==> config.mk <==
export PLATFORM = sky130hd
export DESIGN_NAME = mem_bus_arbiter
export DESIGN_NICKNAME = d
export VERILOG_FILES = /design/src/rtl/mem_bus_arbiter.sv
export SDC_FILE = /design/constraint.sdc
export NUM_CORES = 1
export LEC_CHECK = 0
export ABC_CLOCK_PERIOD_IN_PS = 2900
export BUFFER_PORTS_ARGS = -buffer_cell sky130_fd_sc_hd__buf_4
export CORE_MARGIN = 4
export CORE_UTILIZATION = 47
export DETAILED_ROUTE_END_ITERATION = 12
export GPL_ROUTABILITY_DRIVEN = 0
export PLACE_DENSITY = 0.85
export SYNTH_ARGS = -nofsm -noshare
export SYNTH_HDL_FRONTEND = slang
export SYNTH_SLANG_ARGS = --single-unit
==> constraint.sdc <==
create_clock -name clk -period 2.9 [get_ports clk]
set_input_delay 0.58 -clock clk [delete_from_list [all_inputs] [get_ports clk]]
set_output_delay 0.58 -clock clk [all_outputs]
set_load 0.02 [all_outputs]
==> src/rtl/mem_bus_arbiter.sv <==
// Round-robin arbiter that shares one external memory request interface between fetch (port 0) and the LSU (port 1).
// Optional MEM_TIMEOUT_EN macro: abort a BUSY transaction after TIMEOUT_CYCLES cycles without mem_data_valid.
module mem_bus_arbiter #(
  parameter int ADDR_WIDTH     = 32,
  parameter int DATA_WIDTH     = 32,
  parameter int TIMEOUT_CYCLES = 16
) (
  input  logic                  clk,
  input  logic                  reset,
  input  logic                  req0,
  input  logic                  req1,
  input  logic [ADDR_WIDTH-1:0] addr0,
  input  logic [ADDR_WIDTH-1:0] addr1,
  input  logic                  we0,
  input  logic                  we1,
  input  logic [DATA_WIDTH-1:0] wdata1,
  output logic                  gnt0,
  output logic                  gnt1,
  output logic                  rsp_valid0,
  output logic                  rsp_valid1,
  output logic [DATA_WIDTH-1:0] rsp_rdata,
  output logic                  rsp_err,
  output logic [ADDR_WIDTH-1:0] mem_addr,
  output logic [DATA_WIDTH-1:0] mem_wdata,
  output logic                  mem_we,
  output logic                  mem_req_valid,
  input  logic [DATA_WIDTH-1:0] mem_rdata,
  input  logic                  mem_data_valid
);

  typedef enum logic {IDLE, BUSY} state_t;

  state_t state, state_d;
  logic   last_owner, last_owner_d;
  logic   winner;
  logic   done;
  logic   abort;

  logic                  gnt0_d, gnt1_d, rsp_valid0_d, rsp_valid1_d, rsp_err_d;
  logic                  mem_we_d, mem_req_valid_d;
  logic [DATA_WIDTH-1:0] rsp_rdata_d, mem_wdata_d;
  logic [ADDR_WIDTH-1:0] mem_addr_d;

  // Fetch is read-only, so its write enable never reaches the bus.
  logic unused_we0;
  assign unused_we0 = we0;

  // Under contention the port that did not own the last transaction wins.
  assign winner = (req0 && req1) ? ~last_owner : req1;
  assign done   = (state == BUSY) && mem_data_valid;

`ifdef MEM_TIMEOUT_EN
  localparam int CNT_W = $clog2(TIMEOUT_CYCLES + 1);
  localparam logic [CNT_W-1:0] TMO_LAST = CNT_W'(TIMEOUT_CYCLES - 1);

  logic [CNT_W-1:0] tmo_cnt;

  // The edge that takes the count to TIMEOUT_CYCLES aborts; data_valid on that edge wins.
  assign abort = (state == BUSY) && !mem_data_valid && (tmo_cnt == TMO_LAST);

  always_ff @(posedge clk or negedge reset) begin
    if (!reset) begin
      tmo_cnt <= '0;
    end else if (state == IDLE) begin
      tmo_cnt <= '0;
    end else if (!mem_data_valid) begin
      tmo_cnt <= tmo_cnt + CNT_W'(1);
    end
  end
`else
  localparam int unused_timeout_cycles = TIMEOUT_CYCLES;
  assign abort = 1'b0;
`endif

  // NOTE: state and every output are registers, so they update only with non-blocking assignments.
  always_ff @(posedge clk or negedge reset) begin
    if (!reset) begin
      state         <= IDLE;
      last_owner    <= 1'b1;
      gnt0          <= 1'b0;
      gnt1          <= 1'b0;
      rsp_valid0    <= 1'b0;
      rsp_valid1    <= 1'b0;
      rsp_rdata     <= '0;
      rsp_err       <= 1'b0;
      mem_addr      <= '0;
      mem_wdata     <= '0;
      mem_we        <= 1'b0;
      mem_req_valid <= 1'b0;
    end else begin
      state         <= state_d;
      last_owner    <= last_owner_d;
      gnt0          <= gnt0_d;
      gnt1          <= gnt1_d;
      rsp_valid0    <= rsp_valid0_d;
      rsp_valid1    <= rsp_valid1_d;
      rsp_rdata     <= rsp_rdata_d;
      rsp_err       <= rsp_err_d;
      mem_addr      <= mem_addr_d;
      mem_wdata     <= mem_wdata_d;
      mem_we        <= mem_we_d;
      mem_req_valid <= mem_req_valid_d;
    end
  end

  // NOTE: every comb output gets a default first so no path leaves it unassigned (no latch).
  always_comb begin
    state_d      = state;
    last_owner_d = last_owner;
    unique case (state)
      IDLE: begin
        if (req0 || req1) begin
          state_d      = BUSY;
          last_owner_d = winner;
        end
      end
      BUSY: begin
        if (done || abort) state_d = IDLE;
      end
      default: state_d = IDLE;
    endcase
  end

  // Computes next values of the registered outputs; bus payload holds unless a new grant is issued.
  always_comb begin
    gnt0_d          = 1'b0;
    gnt1_d          = 1'b0;
    rsp_valid0_d    = 1'b0;
    rsp_valid1_d    = 1'b0;
    rsp_err_d       = 1'b0;
    rsp_rdata_d     = rsp_rdata;
    mem_addr_d      = mem_addr;
    mem_wdata_d     = mem_wdata;
    mem_we_d        = mem_we;
    mem_req_valid_d = mem_req_valid;
    unique case (state)
      IDLE: begin
        if (req0 || req1) begin
          mem_addr_d      = winner ? addr1 : addr0;
          mem_we_d        = winner & we1;
          mem_wdata_d     = winner ? wdata1 : '0;
          mem_req_valid_d = 1'b1;
          gnt0_d          = ~winner;
          gnt1_d          = winner;
        end
      end
      BUSY: begin
        if (done || abort) begin
          mem_req_valid_d = 1'b0;
          rsp_valid0_d    = ~last_owner;
          rsp_valid1_d    = last_owner;
          rsp_err_d       = abort;
          rsp_rdata_d     = (abort || mem_we) ? '0 : mem_rdata;
        end
      end
      default: ;
    endcase
  end

endmodule

==> impl_results.md, run 1 <==
- GRT Overall Usage: 0.2251
- Max-cap violations: 0
- Die W: between 100 and 150 um
- Final Hold Fails: 0
- Outcome: finished clean
- Worst R2R Setup Slack: 1.32 ns
- Min-Delay Path Class: primary input to asynchronous set/reset pin
- Netlist Area Pre-Place: 4114 um2
- Startpoint types: flop
- # port buffers: about 240
- Drt pass-1 iters: 4
- Dpl cells: around 660
- Worst EP arrival: about 1.2 ns
- TritonCTS clock tree: built
- Avg Cell Area, Syn: 12.17 um2
- DRC viols: 0
- Area growth syn-to-layout: 50.46%
- Commonest non-fill, non-tap cells in the layout: buf_4 (239), dfrtp_1 (103), o21ai_0 (33), nand2_1 (33), a22o_1 (33)
- Antenna cell count: 0
- Final setup violation count: 0
- CTS clk-pin slew, worst paths: approximately 0.10 ns
- Post-CTS Setup Bufs: 0
- Layout cells sized above 1: 0.4611
- Overflow left after global routing: 0
- CTS Sinks: 104
- Critical path capture point type: output port
- Setup_tns: 0 ns
- Fin Clk Skew: 0.01347 ns
- Worst r2r src: last_owner
- Clk_lat worst skew: 0.35 ns
- First-pass GRT wire length: between 15,000 and 20,000 um
- Drt via density: 5.227
- # fillers: 594
- Hold Buf Count CTS: 0
- Remaining antenna violation count: 0
- Die H: 101.6 um
- Layout Nets: 697
- CP Class: flop to output port
- Syn_nets: 473
- Die footprint: 10,310 um2
- Detail Placement HPWL: 8766 um
- Worst Path Required: 2.32 ns
- DRT iter0 DRCs: 113
- Avg WL per Cell: 17.47 um
- Final period utilization: 0.5972
- Largest net degree at the start of global routing: 74
- Flops & latches, synth: 104
- Starting density of the core: 0.4908
- Max Clk Rate: 577.4 MHz
- Syn Inst Count: 338
- R2R depth: 2
- YS warnings: 0
- Initial antenna violation count: 0
- CTS max path bufs: 2
- CP Capture Point: mem_we
- Critical path origin: mem_we
- # IOs: 238
- Seq/Total Area, Yosys: 0.6329
- Count of final max-slew check failures: 0
- Total Wirelength: 11,720 um
- Total core area: between 8000 and 9000 um2
- RSZ-0062 raised after global routing: false
- Most common cell after layout, fill and taps aside: buf_4
- Reg2reg end: mem_addr[21]
- Vias: between 3,000 and 4,000
- Cell variety after synth: 22
- Num CTS Buffers: 9
- Clock root cell: clkbuf_8
- Vias in the first global route: 3,650
- Pleak: 3.183 nW
- Peak supply drop: 0.4796 mV
- Seq. cell area: 2604 um2
- Post-CTS sizing: 0
- Pwr dens: 948.5 nW/um2
- # rows: 33
- Final Non-Filler Cells: 671
- Max FO, Critical Path: 34
- Area occupied by multi-input gates: 1376 um2
- H-tree levels: 3
- Worst-Margin Slew: between 0.6 and 0.7 ns
- Final min period: 1.732 ns
- Max-slew headroom: 0.5393
## how the worst min path moves through the flow
stage                   from       endpoint  slack, ns  depth (start not counted)
6_report               reset  mem_wdata[21]       0.16                          1
3_3_place_gp    rsp_rdata[7]   rsp_rdata[7]       0.47                          2
5_1_grt                reset  mem_wdata[27]       0.16                          1
2_1_floorplan          reset           gnt0       0.28                          0
3_5_place_dp   rsp_rdata[29]  rsp_rdata[29]       0.47                          2
4_1_cts                reset  mem_wdata[16]       0.15                          1
## synth_stat cells, drive strengths merged
| master | n | share of area |
|---|---|---|
| a211oi | 1 | 0.0030 |
| a21boi | 1 | 0.0018 |
| a21o | 1 | 0.0018 |
| a221o | 32 | 0.078 |
| a22o | 33 | 0.070 |
| and2 | 32 | 0.049 |
| and3 | 1 | 0.0015 |
| buf | 16 | 0.023 |
| clkbuf | 12 | 0.011 |
| conb | 1 | 0.00091 |
| dfrtp | 103 | 0.63 |
| dfstp | 1 | 0.0064 |
| inv | 3 | 0.0027 |
| nand2 | 33 | 0.030 |
| nand2b | 32 | 0.049 |
| nor2 | 1 | 0.00091 |
| o211a | 1 | 0.0024 |
| o21ai | 33 | 0.040 |
| o21bai | 1 | 0.0027 |
## flip-flops by register name, indices dropped and copies added (netlist names)
name / flops
mem_req_valid: 1
rsp_rdata: 32
mem_we: 1
rsp_valid0: 1
gnt0: 1
last_owner: 1
mem_addr: 32
gnt1: 1
mem_wdata: 32
state: 1
rsp_valid1: 1
## metal layers
| metal | track usage | vias up | share of wire |
|---|---|---|---|
| met5 | 0 | - | 0 |
| met4 | 0.09407 | 0 | 0.027 |
| met3 | 0.05372 | 20 | 0.094 |
| met2 | 0.3727 | 168 | 0.48 |
| met1 | 0.2844 | 1676 | 0.39 |
| li1 | - | 1643 | - |
## through the flow
| stage | cell area, um2 | hold WS, ns | total power [mW] | util | worst slack (ns) |
|---|---|---|---|---|---|
| after global placement | 5957 | 0.4655 | 4.795 | 0.7107 | 1.126 |
| after detailed placement | 5957 | 0.4720 | 4.876 | 0.7107 | 1.093 |
| after global routing | 6190 | 0.1589 | 6.195 | 0.7385 | 1.097 |
| final | 6190 | 0.1567 | 5.871 | 0.7385 | 1.168 |
| after floorplan | 4114 | 0.2844 | 3.630 | - | 1.469 |
| after CTS | 6190 | 0.1477 | 5.925 | 0.7385 | 1.149 |
## cells by family after synthesis
| kind of cell | synth area share |
|---|---|
| DFF | 0.6329 |
| buffers and inverters | 0.03619 |
| AOI/OAI and AO/OA | 0.2001 |
| other | 0.0009115 |
| and+or+nand+nor | 0.1299 |
## layout make-up
type / count / share of cell area
Inverter: 3 / 0.001819
Multi-Input combinational cell: 203 / 0.2224
Clock buffer: 9 / 0.02001
Clock inverter: 6 / 0.01759
Tap cell: 105 / 0.02122
Timing Repair Buffer: 241 / 0.2963
Sequential cell: 104 / 0.4207
## power breakdown
part           internal [mW]  switching (mW)  leakage (nW)
Sequential              1.97           0.315          1.32
Clock                  0.568           0.472         0.119
Combinational           1.19            1.36          1.75
Total                   3.73            2.14          3.18
## critical path, cell delays in order (launching register included)
cell and delay (ns):
dfrtp_1 0.33, buf_4 0.27, buf_4 0.20
Note: power is estimated with default switching activity, not from simulation.
==> run 2: changes to the inputs <==
Settings changed: ABC_AREA set to 1, ABC_CLOCK_PERIOD_IN_PS 2900 to 1500, CORE_UTILIZATION 47 to 41, PLACE_DENSITY 0.85 to 0.77.
Clock period 2.9 ns to 1.5 ns, I/O delays scaled along.
==> run 2 against run 1 <==
Net effect: final cell count increased by 35%; synthesized area increased by 9.2%; core utilization decreased by 10 points; sequential power increased by 92%; die area increased by 23%; first-iteration DRC count increased by 150%; via count increased by 25%; non-clock buffer count increased by 7; routed wire length increased by 15%; critical path type is now flop to flop; highest routed layer unchanged.
==> impl_results.md, run 2 <==
- Most common cell after layout, fill and taps aside: nand2_1
- Largest net degree at the start of global routing: 68
- Area growth syn-to-layout: 49.05%
- # port buffers: 235
- Drt pass-1 iters: 5
- Synth area leaders: dfrtp_1 (57%), nand2_1 (21%), nand3b_1 (5.2%)
- EDFF count, synth: 0
- # fillers: ~870
- Vias in the first global route: 4,434
- Hold depth: 3
- CP Class: flop to flop
- DRC viols: 0
- Max-cap violations: 0
- Cell variety after synth: 21
- DP Area: 6460 um2
- Num CTS Buffers: 9
- # IOs: between 200 and 250
- Initial antenna violation count: 0
- Total core area: 10,510 um2
- RSZ-0062 raised after global routing: false
- Vias: 4,372
- Final period utilization: 0.9221
- Count leader, synth: nand2_1
- Antenna cell count: 0
- Startpoint types: flop
- Netlist Area Pre-Place: 4492 um2
- Post-synth top area cell: dfrtp_1
- Count of final max-slew check failures: 0
- # rows: 37
- GRT Overall Usage: 0.2088
- Layout Nets: 900
- Async S/R FF share, synth: 1.000
- Fin Clk Skew: 0.01061 ns
- Remaining antenna violation count: 0
- Area occupied by multi-input gates: 1628 um2
- Layout cells sized above 1: 0.3506
- CTS clk-pin slew, worst paths: around 0.09 ns
- Max Clk Rate: 723.0 MHz
- Drt via density: 4.826
- Worst-Margin Slew: between 0.5 and 0.6 ns
- Ys flop type: dfrtp_1
- Seq/Total Area, Yosys: 0.5797
- Max FO, Critical Path: 32
- Min-Delay Path Class: primary input to flop
- First-pass GRT wire length: 21,510 um
- Worst r2r src: last_owner
- Total Wirelength: 13,510 um
- Final setup violation count: 0
- R2R depth: 6
- Avg Cell Area, Syn: ~8.3 um2
- Final Hold Fails: 0
- Pleak: 3.767 nW
- Worst min-delay path startpoint: wdata1[26]
- Synth cell count leaders: nand2_1 (257), dfrtp_1 (103), o21ai_0 (34)
- Clock root cell: clkbuf_8
- Seq. cell area: 2604 um2
- Overflow left after global routing: 0
- Starting density of the core: 0.4274
- Final min period: about 1.4 ns
- Critical path capture point type: flop
- Power after layout: 11.21 mW
- DRT iter0 DRCs: 282
- Detail Placement HPWL: roughly 9900 um
- Yosys top cell area share: 0.5738
- TritonCTS clock tree: built
- Clk_lat worst skew: 0.36 ns
- Critical path origin: last_owner
- Max-slew headroom: 0.6626
- Avg WL per Cell: between 10 and 15 um
- YS warnings: 0
- Syn Inst Count: around 540
- Syn_nets: 674
- Commonest non-fill, non-tap cells in the layout: nand2_1 (256), buf_4 (239), dfrtp_1 (103)
- Outcome: finished clean
- Worst Path Required: 1.75 ns
- Die H: 112.7 um
- Die W: 112.7 um
- Die footprint: 12,690 um2
- H-tree levels: 3
- CTS Sinks: 104
- Final Cell Area: 6695 um2
- Worst EP arrival: 1.63 ns
- CTS max path bufs: 2
- Pwr dens: 1675 nW/um2
- Largest registers: mem_addr: 32 flops, mem_wdata: 32 flops, rsp_rdata: 32 flops
- Flops & latches, synth: roughly 100
- Peak supply drop: 0.9256 mV
## run 2: worst max-delay path, cell delays in order (launching register included)
cell and delay [ns]:
dfstp_2 0.55, nand2_1 0.08, nand2_2 0.16, buf_8 0.24, nand2_1 0.08, nand3_1 0.09, nand2_1 0.06
## run 2: logic make-up after synthesis
kind of cell,share of synthesized area
flip-flops,0.5797
AO/OA/AOI/OAI,0.04345
buffers and inverters,0.06351
other,0.0008349
AND/OR/NAND/NOR,0.3125
## run 2: through the flow
stage               hold slack, ns  setup slack, ns  TNS, ns  instances  utilization
floorplan                 0.004409           0.2588        0        539            -
global placement            0.1815          0.01719        0        888       0.6147
detailed placement          0.1870         -0.02419  -0.1214        888       0.6147
CTS                         0.1041          0.05022        0        905       0.6353
global route                0.1125          0.02773        0        906       0.6371
finish                      0.1316           0.1168        0        906       0.6371
## run 2: worst paths after layout
check	slack, ns	endpoint
min in group asynchronous	0.34	mem_addr[19]
max	0.12	mem_addr[20]
min reg2reg	0.48	mem_wdata[28]
max in group asynchronous	0.57	last_owner
min	0.13	mem_wdata[26]
max reg2reg	0.12	mem_addr[20]
## run 2: what timing repair did
| item | CTS | global route |
|---|---|---|
| setup buffers | 0 | 0 |
| endpoints found under the setup margin | 0 | 38 |
| endpoints found under the hold margin | 14 | 0 |
| resized for setup | 0 | 3 |
| hold buffers | 1 | 0 |
## run 2: where the power goes
part	total (mW)	internal, mW	switching [mW]	leakage (nW)
clock	1.80	0.868	0.933	0.103
sequential	4.37	3.79	0.583	1.31
combinational	5.04	2.11	2.93	2.36
## run 2: layout make-up
class | count | area share
clock inverter | 4 | 0.007662
clock buffer | 12 | 0.02317
multi-input combinational | 368 | 0.2431
sequential | 104 | 0.3889
tap | 136 | 0.02542
inverter | 34 | 0.01906
timing repair buffer | 248 | 0.2927
## run 2: metal layers
layer,up-vias,GRT usage,wire [um],part of all wire
met1,2007,0.2580,5202,0.38
li1,2114,-,-,-
met3,28,0.07493,1606,0.12
met4,0,0.08974,362,0.027
met5,-,0,0,0
met2,223,0.3306,6343,0.47
